$ cat src/rtl/up_down_count_pkg.sv
// Shared types for the up/down counter decoder: FSM states and step classes.
package up_down_count_pkg;

    typedef enum logic [1:0] {
        EMPTY = 2'd0,
        ACQ   = 2'd1,
        TRACK = 2'd2
    } state_t;

    typedef enum logic [1:0] {
        STEP_HOLD = 2'd0,
        STEP_UP   = 2'd1,
        STEP_DOWN = 2'd2,
        STEP_BAD  = 2'd3
    } step_t;

endpackage

$ cat src/rtl/count_step_classifier.sv
// Combinational step classifier: (prev, q) -> step code and wrap flag.
module count_step_classifier
    import up_down_count_pkg::*;
#(
    parameter int unsigned WIDTH = 4
)
(
    input  logic [WIDTH-1:0] i_prev,
    input  logic [WIDTH-1:0] i_q,
    output logic [1:0]       o_step,
    output logic             o_wrap
);

    logic [WIDTH-1:0] w_delta;

    assign w_delta = i_q - i_prev;

    // UP is tested before DOWN so that WIDTH=1 (where +1 == -1) classifies as UP
    always_comb begin
        o_wrap = 1'b0;
        if (w_delta == '0) begin
            o_step = STEP_HOLD;
        end else if (w_delta == WIDTH'(1)) begin
            o_step = STEP_UP;
            o_wrap = (i_prev == '1);
        end else if (w_delta == '1) begin
            o_step = STEP_DOWN;
            o_wrap = (i_prev == '0);
        end else begin
            o_step = STEP_BAD;
        end
    end

endmodule

$ cat src/rtl/up_down_count_decoder.sv
// Monitor-side decoder for an up/down counter Q bus: direction, lock, stall,
// wrap, reset and illegal-jump detection. All outputs registered.
module up_down_count_decoder
    import up_down_count_pkg::*;
#(
    parameter int unsigned WIDTH    = 4,
    parameter int unsigned LOCK_LEN = 2,
    parameter int unsigned ERR_W    = 8
)
(
    input  logic             Clock,
    input  logic             Reset,
    input  logic             Valid,
    input  logic [WIDTH-1:0] Q_in,
    output logic             Dir_up,
    output logic             Locked,
    output logic             Stalled,
    output logic             Wrap_pulse,
    output logic             Dir_change,
    output logic             Reset_seen,
    output logic             Step_err,
    output logic [ERR_W-1:0] Err_count
);

    localparam int unsigned      RUN_W   = $clog2(LOCK_LEN + 1);
    localparam logic [RUN_W-1:0] RUN_MAX = RUN_W'(LOCK_LEN);

    state_t           r_state, w_next_state;
    logic [WIDTH-1:0] r_prev, w_prev;
    logic [RUN_W-1:0] r_run, w_run, w_run_inc;
    logic [ERR_W-1:0] r_err, w_err;
    logic             r_dir, w_dir, r_locked, w_locked, r_stalled, w_stalled;
    logic             r_wrap, w_wrap, r_dchg, w_dchg, r_rseen, w_rseen, r_serr, w_serr;
    logic [1:0]       w_step_code;
    step_t            w_step;
    logic             w_step_wrap, w_legal, w_new_dir;

    count_step_classifier #(.WIDTH(WIDTH)) u_classifier (
        .i_prev (r_prev),
        .i_q    (Q_in),
        .o_step (w_step_code),
        .o_wrap (w_step_wrap)
    );

    assign w_step    = step_t'(w_step_code);
    assign w_legal   = (w_step == STEP_UP) || (w_step == STEP_DOWN);
    assign w_new_dir = (w_step == STEP_UP);
    assign w_run_inc = (r_run >= RUN_MAX) ? RUN_MAX : r_run + 1'b1;

    always_ff @(posedge Clock) begin
        if (!Reset) r_state <= EMPTY;
        else        r_state <= w_next_state;
    end

    always_comb begin
        w_next_state = r_state;
        if (Valid) begin
            if (r_state == EMPTY) begin
                w_next_state = ACQ;
            end else if (w_legal) begin
                if (w_run_inc == RUN_MAX) w_next_state = TRACK;
            end else if (w_step == STEP_BAD) begin
                w_next_state = ACQ;
            end
        end
    end

    always_comb begin
        w_prev    = r_prev;
        w_run     = r_run;
        w_err     = r_err;
        w_dir     = r_dir;
        w_locked  = r_locked;
        w_stalled = r_stalled;
        w_wrap    = 1'b0;
        w_dchg    = 1'b0;
        w_rseen   = 1'b0;
        w_serr    = 1'b0;
        if (Valid) begin
            w_prev = Q_in;
            if (r_state != EMPTY) begin
                case (w_step)
                    STEP_HOLD: w_stalled = 1'b1;
                    STEP_UP, STEP_DOWN: begin
                        w_stalled = 1'b0;
                        w_run     = w_run_inc;
                        w_locked  = (w_run_inc == RUN_MAX);
                        w_wrap    = w_step_wrap;
                        w_dchg    = (r_state == TRACK) && (w_new_dir != r_dir);
                        w_dir     = w_new_dir;
                    end
                    default: begin
                        w_stalled = 1'b0;
                        w_run     = '0;
                        w_locked  = 1'b0;
                        if (Q_in == '0) begin
                            w_rseen = 1'b1;
                        end else begin
                            w_serr = 1'b1;
                            if (r_err != '1) w_err = r_err + 1'b1;
                        end
                    end
                endcase
            end
        end
    end

    always_ff @(posedge Clock) begin
        if (!Reset) begin
            r_prev    <= '0;
            r_run     <= '0;
            r_err     <= '0;
            r_dir     <= 1'b1;
            r_locked  <= 1'b0;
            r_stalled <= 1'b0;
            r_wrap    <= 1'b0;
            r_dchg    <= 1'b0;
            r_rseen   <= 1'b0;
            r_serr    <= 1'b0;
        end else begin
            r_prev    <= w_prev;
            r_run     <= w_run;
            r_err     <= w_err;
            r_dir     <= w_dir;
            r_locked  <= w_locked;
            r_stalled <= w_stalled;
            r_wrap    <= w_wrap;
            r_dchg    <= w_dchg;
            r_rseen   <= w_rseen;
            r_serr    <= w_serr;
        end
    end

    assign Dir_up     = r_dir;
    assign Locked     = r_locked;
    assign Stalled    = r_stalled;
    assign Wrap_pulse = r_wrap;
    assign Dir_change = r_dchg;
    assign Reset_seen = r_rseen;
    assign Step_err   = r_serr;
    assign Err_count  = r_err;

endmodule
$ cat config.mk
export PLATFORM = sky130hd
export DESIGN_NAME = up_down_count_decoder
export DESIGN_NICKNAME = d
export VERILOG_FILES = /design/src/rtl/up_down_count_pkg.sv /design/src/rtl/count_step_classifier.sv /design/src/rtl/up_down_count_decoder.sv
export SDC_FILE = /design/constraint.sdc
export NUM_CORES = 1
export LEC_CHECK = 0
export ABC_CLOCK_PERIOD_IN_PS = 2700
export BUFFER_PORTS_ARGS = -buffer_cell sky130_fd_sc_hd__buf_2
export CORE_UTILIZATION = 40
export CTS_BUF_LIST = sky130_fd_sc_hd__clkbuf_4
export DETAILED_ROUTE_END_ITERATION = 6
export MAX_ROUTING_LAYER = met4
export PLACE_DENSITY = 0.69
export SLEW_MARGIN = 20
export SYNTH_ARGS = -nofsm -noshare
export SYNTH_HDL_FRONTEND = slang
export SYNTH_SLANG_ARGS = --single-unit
$ cat constraint.sdc
create_clock -name Clock -period 2.7 [get_ports Clock]
set_input_delay 0 -clock Clock [delete_from_list [all_inputs] [get_ports Clock]]
set_output_delay 0 -clock Clock [all_outputs]
set_load 0.005 [all_outputs]
* Yosys cells after proc, flatten, opt, wreduce, memory -nomap -nowiden
Cells that the tools add are included.
** Storage, ports and cells
- Bits in registers :: 23
- Bits in latches :: 0
- Bits in writable memories :: 0
- Memory bits (read-only) :: 0
- Output and inout bits :: 15
- Memories :: 0
** Operators by class
- $add $sub $neg :: 3
- $mul :: 0
- Div/mod/pow operators :: 0
- Magnitude comparators :: 1
- Equality and inequality tests :: 11
- Shift operators :: 0
- Mux-type cells :: 15
- Bitwise logic cells :: 7
- Reduce and logical (&&, ||, !) cells :: 19
** Operators with widths (number)
- 2-bit two-way mux :: 7
- 4-bit logical NOT :: 3
- 3-bit AND reduction :: 3
- 8-bit by 1-bit adder with 8-bit output (second input constant) :: 1
- 2-bit == test (second input constant) :: 4
- 4-bit == test (second input constant) :: 2
- 8-bit != test (second input constant) :: 1
- 1-bit inverter :: 7
- 1-bit two-way mux :: 6
- 6-bit OR reduction :: 1
- 5-bit AND reduction :: 1
- 5-bit OR reduction :: 1
- 4-bit by 1-bit == test with 1-bit output (second input constant) :: 1
- 2-bit logical NOT :: 2
- 2-bit one-hot mux with 2 select lines :: 1
- 4-bit AND reduction :: 1
- 4-bit subtractor :: 1
- 3-bit by 1-bit != test with 1-bit output (second input constant) :: 1
- 3-bit nonzero test :: 1
- 3-bit OR reduction :: 1
- 2-bit by 1-bit adder with 2-bit output (second input constant) :: 1
- 2-bit by 1-bit == test with 1-bit output (second input constant) :: 1
- 2-bit greater-or-equal comparator (second input constant) :: 1
- 1-bit one-hot mux with 2 select lines :: 1
- other kinds (6) :: 6

* Logic depth before layout (Yosys ltp)
Gate-level depths: netlist of run 1.
- Word-level depth :: 9
- Gate-level depth with buffers :: 14
- Depth with buffers taken out :: 13

* Cells and area by module
From an unflattened synthesis of run 1, not the netlist that was laid out.
** Unflattened totals
- Cell total of the unflattened synthesis :: 142
- Area total of the unflattened synthesis :: 1242.4 um^2
** By module, submodules not included
- up_down_count_decoder :: instances 1, cells an instance 118, area each 1064.8 um^2
- count_step_classifier :: instances 1, cells an instance 24, area each 177.7 um^2

* Worst setup path before layout of run 1
No wires, ideal clock.
- Path type :: reg-to-reg
- Start point :: register r_prev[2]
- End point :: register r_state[1]
- Library setup time :: 116 ps
- Data arrival time :: 2573 ps
- Setup slack :: 11 ps
- Stages on the path, launching flop included :: 12
- Path buffers :: 0
- Cells stage by stage :: dfxtp_1 -> inv_1 -> ha_1 -> and3b_4 -> or3_4 -> and2_1 -> o21ai_1 -> inv_1 -> ha_1 -> o21bai_1 -> o31ai_1 -> a41o_1
** Between the ends
- Longest elaborated chain between the ends :: 9
- Elaborated cells on any way between the ends :: 16
** Ends and longest elaborated chain
- start: declaration :: RTL line up_down_count_decoder.sv:29 : logic [WIDTH-1:0] r_prev, w_prev;
- start signal: assignment :: RTL line up_down_count_decoder.sv:121 : r_prev <= w_prev;
- 4-bit subtractor * :: RTL line count_step_classifier.sv:16 : assign w_delta = i_q - i_prev;
- 4-bit == test :: RTL line count_step_classifier.sv:26 : end else if (w_delta == '1) begin
- 1-bit two-way mux :: RTL line count_step_classifier.sv:26
- 2-bit two-way mux :: RTL line count_step_classifier.sv:23 : end else if (w_delta == WIDTH'(1)) begin
- 2-bit two-way mux * :: RTL line count_step_classifier.sv:21 : if (w_delta == '0) begin
- 2-bit by 1-bit == test with 1-bit output / 2-bit == test (equally long branches) :: RTL line up_down_count_decoder.sv:46 : assign w_legal = (w_step == STEP_UP) || (w_step == STEP_DOWN);
- 1-bit logical OR :: RTL line up_down_count_decoder.sv:46
- 3-bit by 1-bit != test with 1-bit output (no line) (tied with other cells)
- 3-bit AND reduction (no line) / 2-bit two-way mux (equally long branches)
- end signal: assignment :: RTL line up_down_count_decoder.sv:52 : else r_state <= w_next_state;
- end: declaration :: RTL line up_down_count_decoder.sv:28 : state_t r_state, w_next_state;
Mark *: on every way between the ends. The rest lies on a longest branch, timed or not.
A chain may end at the register's enable or synchronous reset.

* Worst setup path in the final report of run 1
- Start point :: input Q_in[0]
- End point :: register r_state[1]
** Between the ends
- Longest elaborated chain between the ends :: 9
- Elaborated cells on any way between the ends :: 16
** Ends and longest elaborated chain
- start: declaration :: RTL line up_down_count_decoder.sv:14 : input logic [WIDTH-1:0] Q_in,
- 4-bit subtractor * :: RTL line count_step_classifier.sv:16
- 4-bit == test :: RTL line count_step_classifier.sv:26
- 1-bit two-way mux :: RTL line count_step_classifier.sv:26
- 2-bit two-way mux :: RTL line count_step_classifier.sv:23
- 2-bit two-way mux * :: RTL line count_step_classifier.sv:21
- 2-bit by 1-bit == test with 1-bit output / 2-bit == test (equally long branches) :: RTL line up_down_count_decoder.sv:46
- 1-bit logical OR :: RTL line up_down_count_decoder.sv:46
- 3-bit by 1-bit != test with 1-bit output (no line) (tied with other cells)
- 3-bit AND reduction (no line) / 2-bit two-way mux (equally long branches)
Marks and branches as above.

==> qor.tcl, run 1 <==
set qor(final_nets) 178
set qor(worstPathMaxFanout) 6
set qor(arrival_ns) 2.80
set qor(synth-seq-cells) 23
set qor(routed_wire_length_mm) 2.55
set qor(grt.overflow.total) 0
set qor(crit_type) {in2reg}
set qor(drv_cap) 0
set qor(yosysWarnings) 0
set qor(synth_area_mm2) 0.00125
set qor(clock-sinks) 23
set qor(area_growth_pct) 24.2
set qor(detail_route.first_pass.iterations) 6
set qor(route.detailed.wl_per_inst_um) 13.1
set qor(clk_pin_slew_ns) 0.11
set qor(post-cts-setup-buffers) 0
set qor(fin_crit_ns) 2.60
set qor(grt_max_degree) 16
set qor(fp.coreArea_mm2) 0.00285
set qor(setup_violations) 0
set qor(synth.lib_cells_used.distinct) 48
set qor(floorplan.io_pins) 22
set qor(yosys.area.top_type) {dfxtp_1}
set qor(cellLeakagePower_uw) 0.000678
set qor(setup.worst_path.start_class) {input pin}
set qor(worst_ep_required_ns) 2.90
set qor(worstSetupEndpointType) {register}
set qor(start_util_pct) 43.8
set qor(synth.avg_cell_area_um2) 9.40
set qor(cts_tree) {yes}
set qor(clock_latency_ns) 0.31
set qor(grt_pass1_vias) 950
set qor(synth.cells.most_frequent) {23 x dfxtp_1, 14 x nor2_1, 9 x xor2_1}
set qor(irDropWorstVdd_v) 0.000310
set qor(drt_first_iter_violations) 24
set qor(io_buffers) 21
set qor(detail-route-antenna-nets) 0
set qor(synthCells) 133
set qor(final_hold_viols) 0
set qor(timing.final.ws_setup_ns) 0.0992
set qor(report.power.total_uw) 694
set qor(antennaDiodeCount) 0
set qor(rsz0062_at_grt) {no}
set qor(yosysMostFrequentCell) {dfxtp_1}
set qor(timing.clock.skew_ns) 0.0157
set qor(place_congestion) 0.790
set qor(drc) 4
set qor(tritoncts.num_buffers) 3
set qor(grt_antenna_before_repair) 0
set qor(worst_pin_slew_ns) 0.538
set qor(row_count) 19
set qor(num_vias) 1038
set qor(achievable-frequency_mhz) 385
set qor(drive_gt1_share_pct) 31.9
set qor(drt-vias-per-instance) 5.35
set qor(timing.hold.worst.class) {in2reg}
set qor(post-place-ws_ns) -0.0354
set qor(grt_pass1_wl_mm) 4.22
set qor(die_w_um) 57.9
set qor(synth_top_flop_cell) {dfxtp_1}
set qor(clock-root-buffer) {clkbuf_4}
set qor(share_of_async_settable_or_async_resettable_flops_after_synthesis_pct) 0
set qor(synth-edff-count) 0
set qor(ctsLongestPathBuffers) 2
set qor(finalCritPeriodShare_pct) 96.3
set qor(violations) {design-rule violations}
set qor(grt_use_total_pct) 16.7
set qor(final_hpwl_from_detailed_placement_mm) 1.88
set qor(fin_tns_setup_ns) 0
set qor(synth.yosys.seq_area_share_pct) 36.8
set qor(netlist.area_leader.share_pct) 36.8
set qor(fp.dieArea_mm2) 0.00335
set qor(slew_violations) 0
set qor(floorplan.die.height_um) 57.9
set qor(outcome) {finished, violations left}
set qor(slew_headroom_pct) 63.9
set qor(top_post_synthesis_cells_by_area) {dfxtp_1 37%, xor2_1 6.3%, ha_1 6.0%, mux2i_1 5.6%, nor2_1 4.2%}
set qor(syn_nets) 147
set qor(h-tree-depth) 1
set qor(power_density_mw_per_mm2) 447
-- area by class of cell --
| type | instances | area, um2 |
|---|---|---|
| Fill cell | 265 | 1300 |
| Multi-Input combinational cell | 97 | 803 |
| Sequential cell | 23 | 463 |
| Timing Repair Buffer | 30 | 185 |
| Tap cell | 31 | 38.8 |
| Inverter | 9 | 35.0 |
| Clock buffer | 3 | 22.5 |
| Clock inverter | 1 | 5.00 |
-- logic make-up (layout without fill, tap and decap cells) --
logic type,Yosys count,count (layout),share of synthesized area (%)
and+or+nand+nor,55,55,26.5
DFF,23,23,36.8
AOI/OAI and AO/OA,18,18,11.7
buffers and inverters,13,43,4.70
xor gates and xnor gates,10,10,7.01
adders and majority gates,7,7,7.61
muxes,7,7,5.61
-- worst paths after layout --
| kind | slack [ns] | end | from | cells after the start |
|---|---|---|---|---|
| worst max-delay path | 0.1 | r_state[1]$_SDFFE_PN0P_ | Q_in[0] | 13 |
| worst min-delay path | 0.02 | r_prev[2]$_SDFFE_PN0P_ | Q_in[2] | 3 |
| worst max register to register | 0.14 | r_state[1]$_SDFFE_PN0P_ | r_prev[0]$_SDFFE_PN0P_ | 9 |
| worst min register to register | 0.53 | Stalled$_SDFFE_PN0P_ | Stalled$_SDFFE_PN0P_ | 2 |
-- state kept, by name, summed over array words and instances (netlist names) --
name        flops
Dir_up          1
Dir_change      1
Wrap_pulse      1
Err_count       8
r_run           2
Locked          1
Reset_seen      1
Stalled         1
r_state         2
Step_err        1
r_prev          4
-- layout by cell type, fill, tap and decap left out, types with 4 or more instances in the layout --
cell	n
inv_1	7
nand3_1	4
buf_4	4
nand4_1	5
mux2i_1	7
ha_1	4
dfxtp_1	21
nand2_1	6
and2_1	4
buf_2	21
dlygate4sd3_1	5
nor2_1	14
xor2_1	8
-- worst max-delay path: stages --
cell	delay, ns
dlygate4sd3_1	0.52
buf_2	0.13
inv_1	0.04
ha_1	0.23
fa_2	0.38
xor2_2	0.17
or3_4	0.37
o21ai_4	0.15
inv_2	0.07
ha_4	0.26
buf_4	0.14
o211ai_2	0.10
a41o_1	0.24
-- per-stage QoR --
stage / hold WS (ns) / util (%) / area [um2] / cells
detailed placement: 0.265 / 49.1 / 1400 / 185
global placement: 0.263 / 49.1 / 1400 / 185
floorplan: 0.147 / - / 1250 / 133
global route: 0.00516 / 54.4 / 1550 / 194
CTS: 0.00453 / 52.8 / 1510 / 194
finish: 0.0169 / 54.4 / 1550 / 194
-- routing by layer --
metal,up-vias,GRT usage (%),wire [um]
li1,530,-,-
met1,479,20.7,1190
met2,27,27.6,1230
met3,2,3.79,106
met4,0,4.42,22
met5,-,-,0
-- report_power, final --
part	leakage, uW	internal (uW)	switching [uW]
sequential	0.000188	350	9.38
clock	0.0000177	55.3	98.4
combinational	0.000473	88.6	92.6
-- what timing repair did --
action | 4_1_cts | 5_1_grt
resized for setup | 5 | 9
endpoints found under the setup margin | 2 | 14
hold buffers | 5 | 0
hold endpoints to repair | 6 | 0
pin swaps | 0 | 3
(Power assumes the default switching activity.)
==> run 2, diff against run 1 <==
--- a/config.mk
+++ b/config.mk
@@ -5,7 +5,7 @@
 export SDC_FILE = /design/constraint.sdc
 export NUM_CORES = 1
 export LEC_CHECK = 0
-export ABC_CLOCK_PERIOD_IN_PS = 2700
+export ABC_CLOCK_PERIOD_IN_PS = 2120
 export BUFFER_PORTS_ARGS = -buffer_cell sky130_fd_sc_hd__buf_2
 export CORE_UTILIZATION = 40
 export CTS_BUF_LIST = sky130_fd_sc_hd__clkbuf_4
==> constraint.sdc (replaced) <==
create_clock -name Clock -period 2.12 [get_ports Clock]
set_input_delay 0 -clock Clock [delete_from_list [all_inputs] [get_ports Clock]]
set_output_delay 0 -clock Clock [all_outputs]
set_load 0.005 [all_outputs]
==> qor.tcl, run 2 (synthesis results as in run 1) <==
set qor(start_util_pct) 43.8 ;# unchanged
set qor(floorplan.io_pins) 22 ;# unchanged
set qor(floorplan.die.height_um) 57.9 ;# unchanged
set qor(grt.overflow.total) 0 ;# unchanged
set qor(antennaDiodeCount) 0 ;# unchanged
set qor(final_nets) 191 ;# was 178
set qor(drt-vias-per-instance) 5.28 ;# was 5.35
set qor(grt_pass1_wl_mm) 4.77 ;# was 4.22 mm
set qor(detail_route.first_pass.iterations) 6 ;# unchanged
set qor(timing.final.ws_setup_ns) -0.320 ;# was 0.0992 ns
set qor(cts_tree) {yes} ;# unchanged
set qor(largest_reg_flops) 8 ;# unchanged
set qor(worstSetupEndpointType) {register} ;# unchanged
set qor(rsz0062_at_grt) {yes} ;# was no
set qor(holdWs_ns) 0.0104 ;# was 0.0169 ns
set qor(timing.hold.worst.class) {in2reg} ;# unchanged
set qor(drc) 1 ;# was 4
set qor(die_w_um) 57.9 ;# unchanged
set qor(place_congestion) 0.778 ;# was 0.790
set qor(setup_violations) 16 ;# was 0
set qor(detail-route-antenna-nets) 0 ;# unchanged
set qor(timing.clock.skew_ns) 0.00358 ;# was 0.0157 ns
set qor(worst_ep_required_ns) 2.34 ;# was 2.90 ns
set qor(clock-root-buffer) {clkbuf_4} ;# unchanged
set qor(crit_chain) {inv_2 > ha_4 > and3b_4 > or3_4 > and2_4 > o21ai_4 > inv_2 > ha_4 > o21bai_4 > o31ai_2 > a41o_1} ;# was dlygate4sd3_1 > buf_2 > inv_1 > ha_1 > fa_2 > xor2_2 > or3_4 > o21ai_4 > inv_2 > ha_4 > buf_4 > o211ai_2 > a41o_1
set qor(report.power.total_uw) 993 ;# was 694 uW
set qor(slew_violations) 0 ;# unchanged
set qor(row_count) 19 ;# unchanged
set qor(drive_gt1_share_pct) 49.4 ;# was 31.9%
set qor(critPathSlowestCell) {dfxtp_2} ;# was dlygate4sd3_1
set qor(final_hpwl_from_detailed_placement_mm) 2.19 ;# was 1.88 mm
set qor(violations) {design-rule violations, negative setup slack} ;# was design-rule violations
set qor(fin_crit_ns) 2.44
set qor(irDropWorstVdd_v) 0.000322 ;# was 0.000310 V
set qor(clock_latency_ns) 0.31 ;# about the same
set qor(num_vias) 1093 ;# was 1038
set qor(worst_pin_slew_ns) 0.707 ;# was 0.538 ns
set qor(drt_first_iter_violations) 61 ;# was 24
set qor(fp.coreArea_mm2) 0.00285 ;# unchanged
set qor(layout_common_cells) {21 x buf_2, 21 x buf_4, 20 x dfxtp_1} ;# was 21 x dfxtp_1, 21 x buf_2, 14 x nor2_1
set qor(slew_headroom_pct) 52.5 ;# was 63.9%
set qor(fp.dieArea_mm2) 0.00335 ;# unchanged
set qor(clock-sinks) 23 ;# unchanged
set qor(crit_type) {reg2reg} ;# was in2reg
set qor(fin_tns_setup_ns) -3.81 ;# was 0 ns
set qor(worstPathMaxFanout) 4 ;# was 6
set qor(io_buffers) 21 ;# unchanged
set qor(grt_use_total_pct) 18.7 ;# was 16.7%
set qor(h-tree-depth) 1 ;# unchanged
set qor(cellLeakagePower_uw) 0.000765 ;# was 0.000678 uW
set qor(area_growth_pct) 40.9 ;# was 24.2%
set qor(routed_wire_length_mm) 3.00 ;# was 2.55 mm
set qor(grt_pass1_vias) 1079 ;# was 950
set qor(achievable-frequency_mhz) 410
set qor(ctsLongestPathBuffers) 2 ;# unchanged
set qor(dpl.cell_count) 200 ;# was 185
set qor(peak_per_stage_delay_on_the_critical_path_ns) 0.39 ;# was 0.52 ns
set qor(tritoncts.num_buffers) 3 ;# unchanged
set qor(grt_antenna_before_repair) 0 ;# unchanged
set qor(route.detailed.wl_per_inst_um) 14.5 ;# was 13.1 um
set qor(fin_cells) 207 ;# was 194
set qor(setup.worst_path.start_class) {register} ;# was input pin
set qor(drv_cap) 0 ;# unchanged
set qor(outcome) {finished, violations left} ;# unchanged
set qor(grt_max_degree) 16 ;# unchanged
set qor(power_density_mw_per_mm2) 564 ;# was 447 mW/mm2
set qor(finalCritPeriodShare_pct) 115
set qor(final_hold_viols) 0 ;# unchanged
set qor(arrival_ns) 2.66 ;# was 2.80 ns
set qor(clk_pin_slew_ns) 0.13 ;# was 0.11 ns
==> run 2: timing repair <==
action                     4_1_cts  5_1_grt
setup endpoints to repair       18       18
hold endpoints to repair         1        0
pin swaps                       15        3
setup buffers                    2        0
hold buffers                     1        0
gates resized for setup         13        8
==> run 2: metrics by stage <==
stage | util [%] | setup WS (ns) | instance area, um2
floorplan | - | -0.309 | 1330
global placement | 55.9 | -0.258 | 1600
detailed placement | 55.9 | -0.345 | 1600
CTS | 60.0 | -0.320 | 1710
global route | 61.8 | -0.391 | 1760
finish | 61.8 | -0.320 | 1760
==> run 2: cell type report <==
cell class / count / area [um2]
multi-input cells: 97 / 917
fillers: 246 / 1090
well taps: 31 / 38.8
inverters: 9 / 38.8
flip-flops and latches: 23 / 464
clock buffers: 4 / 30.0
repair buffers: 43 / 273
==> run 2: path summary, 6_finish.rpt <==
check / from / endpoint / slack (ns) / cells past startpoint
worst min register to register: Err_count[1]$_SDFFE_PN0P_ / Err_count[1]$_SDFFE_PN0P_ / 0.51 / 2
worst min-delay path: Q_in[3] / r_prev[3]$_SDFFE_PN0P_ / 0.01 / 3
worst max register to register: r_prev[1]$_SDFFE_PN0P_ / r_state[1]$_SDFFE_PN0P_ / -0.32 / 11
worst max-delay path: r_prev[1]$_SDFFE_PN0P_ / r_state[1]$_SDFFE_PN0P_ / -0.32 / 11
==> run 2: worst max-delay path: cells and delay by family (launching register included) <==
kind            cells  cell delay [ns]
compound gates      4             0.60
fa+ha+maj           2             0.48
simple gates        3             0.73
flops               1             0.39
buf+inv             2             0.13
==> run 2: power breakdown <==
part           total, uW  switching [uW]  internal [uW]
Combinational        311             153            157
Clock                223             137           86.3
Sequential           459            12.8            446
==> run 2: routing by layer <==
layer / share of wire (%) / wire (um) / track usage [%] / vias up
li1: - / - / - / 559
met1: 44 / 1330 / 22.0 / 517
met2: 53 / 1590 / 33.5 / 13
met3: 1.4 / 41 / 1.34 / 4
met4: 1.2 / 37 / 6.12 / 0
met5: 0 / 0 / - / -
